==> src/rtl/mem_arbiter.sv <==
// Arbitrates IF (read-only) and LS (read/write) requesters onto one single-port memory.
// Define MEM_ARB_RR_EN for round-robin priority; otherwise LS has fixed priority over IF.
module mem_arbiter #(
  parameter int unsigned     AWIDTH    = 32,
  parameter int unsigned     DWIDTH    = 32,
  parameter logic [AWIDTH-1:0] BASE_ADDR = 'h01000000
) (
  input  logic              clk,
  input  logic              rst,
  input  logic              if_req_valid_i,
  output logic              if_req_ready_o,
  input  logic [AWIDTH-1:0] if_addr_i,
  output logic              if_rsp_valid_o,
  input  logic              if_rsp_ready_i,
  output logic [DWIDTH-1:0] if_rsp_data_o,
  input  logic              ls_req_valid_i,
  output logic              ls_req_ready_o,
  input  logic [AWIDTH-1:0] ls_addr_i,
  input  logic              ls_we_i,
  input  logic [DWIDTH-1:0] ls_wdata_i,
  output logic              ls_rsp_valid_o,
  input  logic              ls_rsp_ready_i,
  output logic [DWIDTH-1:0] ls_rsp_data_o,
  output logic [AWIDTH-1:0] mem_addr_o,
  output logic [DWIDTH-1:0] mem_data_o,
  output logic              mem_read_en_o,
  output logic              mem_write_en_o,
  input  logic [DWIDTH-1:0] mem_data_i,
  output logic [15:0]       conflict_cnt_o
);

  typedef enum logic [1:0] {StIdle, StRespIf, StRespLs} state_e;

  state_e            state_q;
  logic [DWIDTH-1:0] rsp_data_q;
  logic [15:0]       conflict_cnt_q;

  logic rsp_hs;
  logic can_issue;
  logic ls_first;
  logic grant_ls;
  logic grant_if;

`ifdef MEM_ARB_RR_EN
  // Set when LS won the most recent grant; reset favours LS.
  logic last_ls_q;
  assign ls_first = ~last_ls_q;
`else
  assign ls_first = 1'b1;
`endif

  assign rsp_hs = ((state_q == StRespIf) && if_rsp_ready_i) ||
                  ((state_q == StRespLs) && ls_rsp_ready_i);

  // Gating with rst keeps a store handshaking in the reset cycle from reaching memory.
  assign can_issue = !rst && ((state_q == StIdle) || rsp_hs);
  assign grant_ls  = can_issue && ls_req_valid_i && (ls_first || !if_req_valid_i);
  assign grant_if  = can_issue && if_req_valid_i && !grant_ls;

  assign if_req_ready_o = grant_if;
  assign ls_req_ready_o = grant_ls;

  always_comb begin
    mem_addr_o     = BASE_ADDR;
    mem_data_o     = '0;
    mem_read_en_o  = 1'b0;
    mem_write_en_o = 1'b0;
    if (grant_if) begin
      mem_addr_o    = if_addr_i;
      mem_read_en_o = 1'b1;
    end else if (grant_ls) begin
      mem_addr_o = ls_addr_i;
      if (ls_we_i) begin
        mem_data_o     = ls_wdata_i;
        mem_write_en_o = 1'b1;
      end else begin
        mem_read_en_o = 1'b1;
      end
    end
  end

  always_ff @(posedge clk) begin
    if (rst) begin
      state_q        <= StIdle;
      rsp_data_q     <= '0;
      conflict_cnt_q <= '0;
`ifdef MEM_ARB_RR_EN
      last_ls_q      <= 1'b0;
`endif
    end else begin
      if (grant_if) begin
        state_q <= StRespIf;
      end else if (grant_ls) begin
        state_q <= StRespLs;
      end else if (rsp_hs) begin
        state_q <= StIdle;
      end

      if (grant_if || (grant_ls && !ls_we_i)) begin
        rsp_data_q <= mem_data_i;
      end else if (grant_ls) begin
        rsp_data_q <= '0;
      end

      if ((grant_if || grant_ls) && if_req_valid_i && ls_req_valid_i &&
          (conflict_cnt_q != 16'hFFFF)) begin
        conflict_cnt_q <= conflict_cnt_q + 16'd1;
      end

`ifdef MEM_ARB_RR_EN
      if (grant_if || grant_ls) begin
        last_ls_q <= grant_ls;
      end
`endif
    end
  end

  assign if_rsp_valid_o = (state_q == StRespIf);
  assign ls_rsp_valid_o = (state_q == StRespLs);
  assign if_rsp_data_o  = (state_q == StRespIf) ? rsp_data_q : '0;
  assign ls_rsp_data_o  = (state_q == StRespLs) ? rsp_data_q : '0;
  assign conflict_cnt_o = conflict_cnt_q;

endmodule

==> config.mk <==
export PLATFORM = sky130hd
export DESIGN_NAME = mem_arbiter
export DESIGN_NICKNAME = d
export VERILOG_FILES = /design/src/rtl/mem_arbiter.sv
export SDC_FILE = /design/constraint.sdc
export NUM_CORES = 1
export LEC_CHECK = 0
export ABC_CLOCK_PERIOD_IN_PS = 8000
export CAP_MARGIN = 10
export CELL_PAD_IN_SITES_DETAIL_PLACEMENT = 1
export CELL_PAD_IN_SITES_GLOBAL_PLACEMENT = 1
export CORE_ASPECT_RATIO = 2
export CORE_MARGIN = 5
export CORE_UTILIZATION = 21
export CTS_CLUSTER_SIZE = 14
export DETAILED_ROUTE_END_ITERATION = 16
export GPL_TIMING_DRIVEN = 0
export PLACE_DENSITY = 0.9
export SYNTH_ARGS = -nofsm -noshare
export SYNTH_HDL_FRONTEND = slang
export SYNTH_SLANG_ARGS = --single-unit
==> constraint.sdc <==
create_clock -name clk -period 8 [get_ports clk]
set_clock_uncertainty 0.2 [all_clocks]
set_input_delay 2.4 -clock clk [delete_from_list [all_inputs] [get_ports clk]]
set_output_delay 2.4 -clock clk [all_outputs]
set_load 0.005 [all_outputs]
==> out/metrics.cfg <==
[status]
outcome=complete, no violations

[route]
wirelength_um=17200
route.detailed.drc=0
vias=3925
routed_wire_length_per_instance_um=21.9
postRouteAntennaNets=0
detail_route.vias_per_cell=5.00
drt_first_iter_violations=168
firstDrtPassIters=4

[cts]
clk_pin_slew_ns=0.07
clock_tree_from_tritoncts=yes
cts-resized-gates=0
worst_skew_pair.late_latency_ns=0.29
clock_tree.buffer_depth=2
cts_setup_buffers=0
clock-sinks=50
cts.root.buffer_cell=sky130_fd_sc_hd__clkbuf_16
cts_htree_levels=2
cts-buffers-inserted=5
post_cts_hold_buffer_count=0

[synthesis]
synth_async_sr_flop_share_pct=0
syn-instance-count=337
post_synth_edffs=0
synth-warning-count=0
yosysUniqueCellTypes=39
synth_nets=473
synth_top_cells_by_area=sky130_fd_sc_hd__dfxtp_1 34%, sky130_fd_sc_hd__and2_1 21%, sky130_fd_sc_hd__a22o_1 19%
netlist.top_cell.by_area=sky130_fd_sc_hd__dfxtp_1
mappedNetlistArea_mm2=0.00291
synth-seq-cells=50
yosysTopAreaCellShare_pct=34.3
ys_seq_area_share_pct=34.3
dominantRegCellSynth=sky130_fd_sc_hd__dfxtp_1
synthesis.area_per_instance_um2=8.65

[sta]
maxSlewViolCount=0
crit_share_post_route_pct=96.8
setup-tns-final_ns=0
maxSlewHeadroom_pct=32.9
tightestPinTransition_ns=1.00
rsz0062_at_grt=no
finalHoldViolations=0
setup_violations=0
max_clock_freq_mhz=129
finalCriticalPeriod_ns=7.75
timing.hold.ws_ns=0.284

[min_path]
worstHoldPathType=reg2reg

[power]
ir_worst_vdd_uv=73.0
power.total_mw=0.687
cellLeakagePower_nw=2.26
powerDensity_mw_per_mm2=113

[final_layout]
antennaDiodeCount=0
layout.cells.non_filler=785
final_net_count=764
synthToLayoutAreaGrowth_pct=109
drive_above_1_share_pct=3.98
fill_cells=1587

[worst_setup_path]
arrival_ns=5.15
slowest_stage=sky130_fd_sc_hd__clkdlybuf4s50_1
timing.critical_path.slowest_cell_delay_ns=0.61
crit_required_ns=5.40
worstSetupStartpointType=input port
crit_fanout=10
cp_cell_sequence=clkdlybuf4s50_1 -> or2_2 -> o22ai_2 -> and3b_1 -> clkbuf_1 -> clkbuf_1 -> a22o_1 -> clkdlybuf4s50_1
setup.worst_path.end_class=output pin
path_class=in2out

[die]
die_y_um=177
floorplan.io_pins=285
die_width_um=93.3
initial_core_util_pct=21.2
row_count=61
floorplan.die_area_mm2=0.0165
core_outline_area_mm2=0.0137

[placement]
dp_hpwl_um=14900
portBuffers=284
placed_cells_incl_taps=778
finalWeightedCongestion=0.874

[global_routing]
grt.total_usage_pct=20.0
grt_max_degree=15
grt_first_pass_wirelength_um=24500
initial_antenna_violation_count=1
vias_in_the_first_global_route=4127
gr-total-overflow=0

[job]
maxCapViolCount=0

synthesized netlist by cell type (2+ instances only):
cell                       instances
sky130_fd_sc_hd__or3_1             2
sky130_fd_sc_hd__mux2_2            5
sky130_fd_sc_hd__clkbuf_1         24
sky130_fd_sc_hd__o21a_1            3
sky130_fd_sc_hd__nor2_1            7
sky130_fd_sc_hd__nor2b_1           7
sky130_fd_sc_hd__dfxtp_1          50
sky130_fd_sc_hd__and3_1            2
sky130_fd_sc_hd__buf_2             3
sky130_fd_sc_hd__nand2b_1          2
sky130_fd_sc_hd__a22o_1           63
sky130_fd_sc_hd__nor4_1            6
sky130_fd_sc_hd__or4_1             4
sky130_fd_sc_hd__or4_4             2
sky130_fd_sc_hd__o31ai_1           5
sky130_fd_sc_hd__o21ai_0           5
sky130_fd_sc_hd__o41ai_1           2
sky130_fd_sc_hd__a21oi_1           9
sky130_fd_sc_hd__nand2_1           9
sky130_fd_sc_hd__nand4_1           3
sky130_fd_sc_hd__nand3_1           2
sky130_fd_sc_hd__inv_1             7
sky130_fd_sc_hd__and2_1           98
sky130_fd_sc_hd__o311ai_0          2
critical path, delay by kind of cell:
family / cells / cell delay, ns
buffers and inverters: 4 / 1.78
AND/OR/NAND/NOR: 2 / 0.53
AO/OA/AOI/OAI: 2 / 0.44
report_power, final:
part,total (mW),internal [mW],switching (mW)
sequential,0.272,0.262,0.0105
combinational,0.205,0.130,0.0754
clock,0.209,0.115,0.0948
through the flow:
stage	cell area (um2)	worst slack [ns]	utilization (%)
2_1_floorplan	2910	1.73	-
3_5_place_dp	5950	0.231	43.3
5_1_grt	6090	0.0865	44.3
4_1_cts	6090	0.221	44.3
3_3_place_gp	5950	0.261	43.3
6_report	6090	0.253	44.3
logic make-up after synthesis:
kind of cell / Yosys count / share of synthesized area (%)
buffers and inverters: 36 / 5.15
adder cells (fa/ha/maj): 1 / 0.429
multiplexers: 5 / 1.93
AND/OR/NAND/NOR: 152 / 32.2
flip-flops: 50 / 34.3
AO/OA/AOI/OAI: 93 / 25.9
metal layers:
layer  part of all wire [%]  vias up  wire, um  GRT usage (%)
met4                    2.2        2       377           6.12
met3                     14       26      2480           8.70
met5                  0.076        -        13              0
met2                     46      299      7980           35.0
li1                       -     1791         -              -
met1                     37     1807      6320           21.5
final timing paths:
| kind | cells after the start | slack (ns) | from | endpoint |
|---|---|---|---|---|
| worst max register to register | 8 | 5.45 | conflict_cnt_o[0]$_SDFFE_PP0P_ | conflict_cnt_o[8]$_SDFFE_PP0P_ |
| worst min-delay path | 1 | 0.28 | rsp_data_q[13]$_SDFFE_PP0P_ | rsp_data_q[13]$_SDFFE_PP0P_ |
| worst min register to register | 1 | 0.28 | rsp_data_q[13]$_SDFFE_PP0P_ | rsp_data_q[13]$_SDFFE_PP0P_ |
| worst max-delay path | 8 | 0.25 | rst | mem_addr_o[7] |
cell usage in the layout, fill, tap and decap left out, types with 3 or more instances in the layout:
master and n:
sky130_fd_sc_hd__and2_1 98, sky130_fd_sc_hd__o21ai_0 5, sky130_fd_sc_hd__o21a_1 3, sky130_fd_sc_hd__nor2_1 7
sky130_fd_sc_hd__buf_2 3, sky130_fd_sc_hd__clkbuf_16 5, sky130_fd_sc_hd__or4_1 4, sky130_fd_sc_hd__a22o_1 63
sky130_fd_sc_hd__a21oi_1 9, sky130_fd_sc_hd__nand4_1 3, sky130_fd_sc_hd__mux2_2 5, sky130_fd_sc_hd__o31ai_1 5
sky130_fd_sc_hd__inv_1 7, sky130_fd_sc_hd__nor2b_1 7, sky130_fd_sc_hd__clkbuf_1 25, sky130_fd_sc_hd__clkdlybuf4s50_1 284
sky130_fd_sc_hd__nor4_1 6, sky130_fd_sc_hd__nand2_1 9, sky130_fd_sc_hd__dfxtp_1 50
state kept, by name (all words and copies together), names as in the netlist:
register        cells
conflict_cnt_o     16
rsp_data_q         32
state_q             2
area by class of cell:
| type | instances | area (um2) | area share [%] |
|---|---|---|---|
| clock inverters | 1 | 7.51 | 0.123 |
| inverters | 7 | 26.3 | 0.431 |
| flip-flops and latches | 50 | 1000 | 16.4 |
| plain buffers | 29 | 124 | 2.03 |
| multi-input cells | 251 | 1760 | 29.0 |
| clock buffers | 6 | 129 | 2.12 |
| well taps | 157 | 196 | 3.23 |
| repair buffers | 284 | 2840 | 46.7 |
Note: power is estimated with default switching activity, not from simulation.
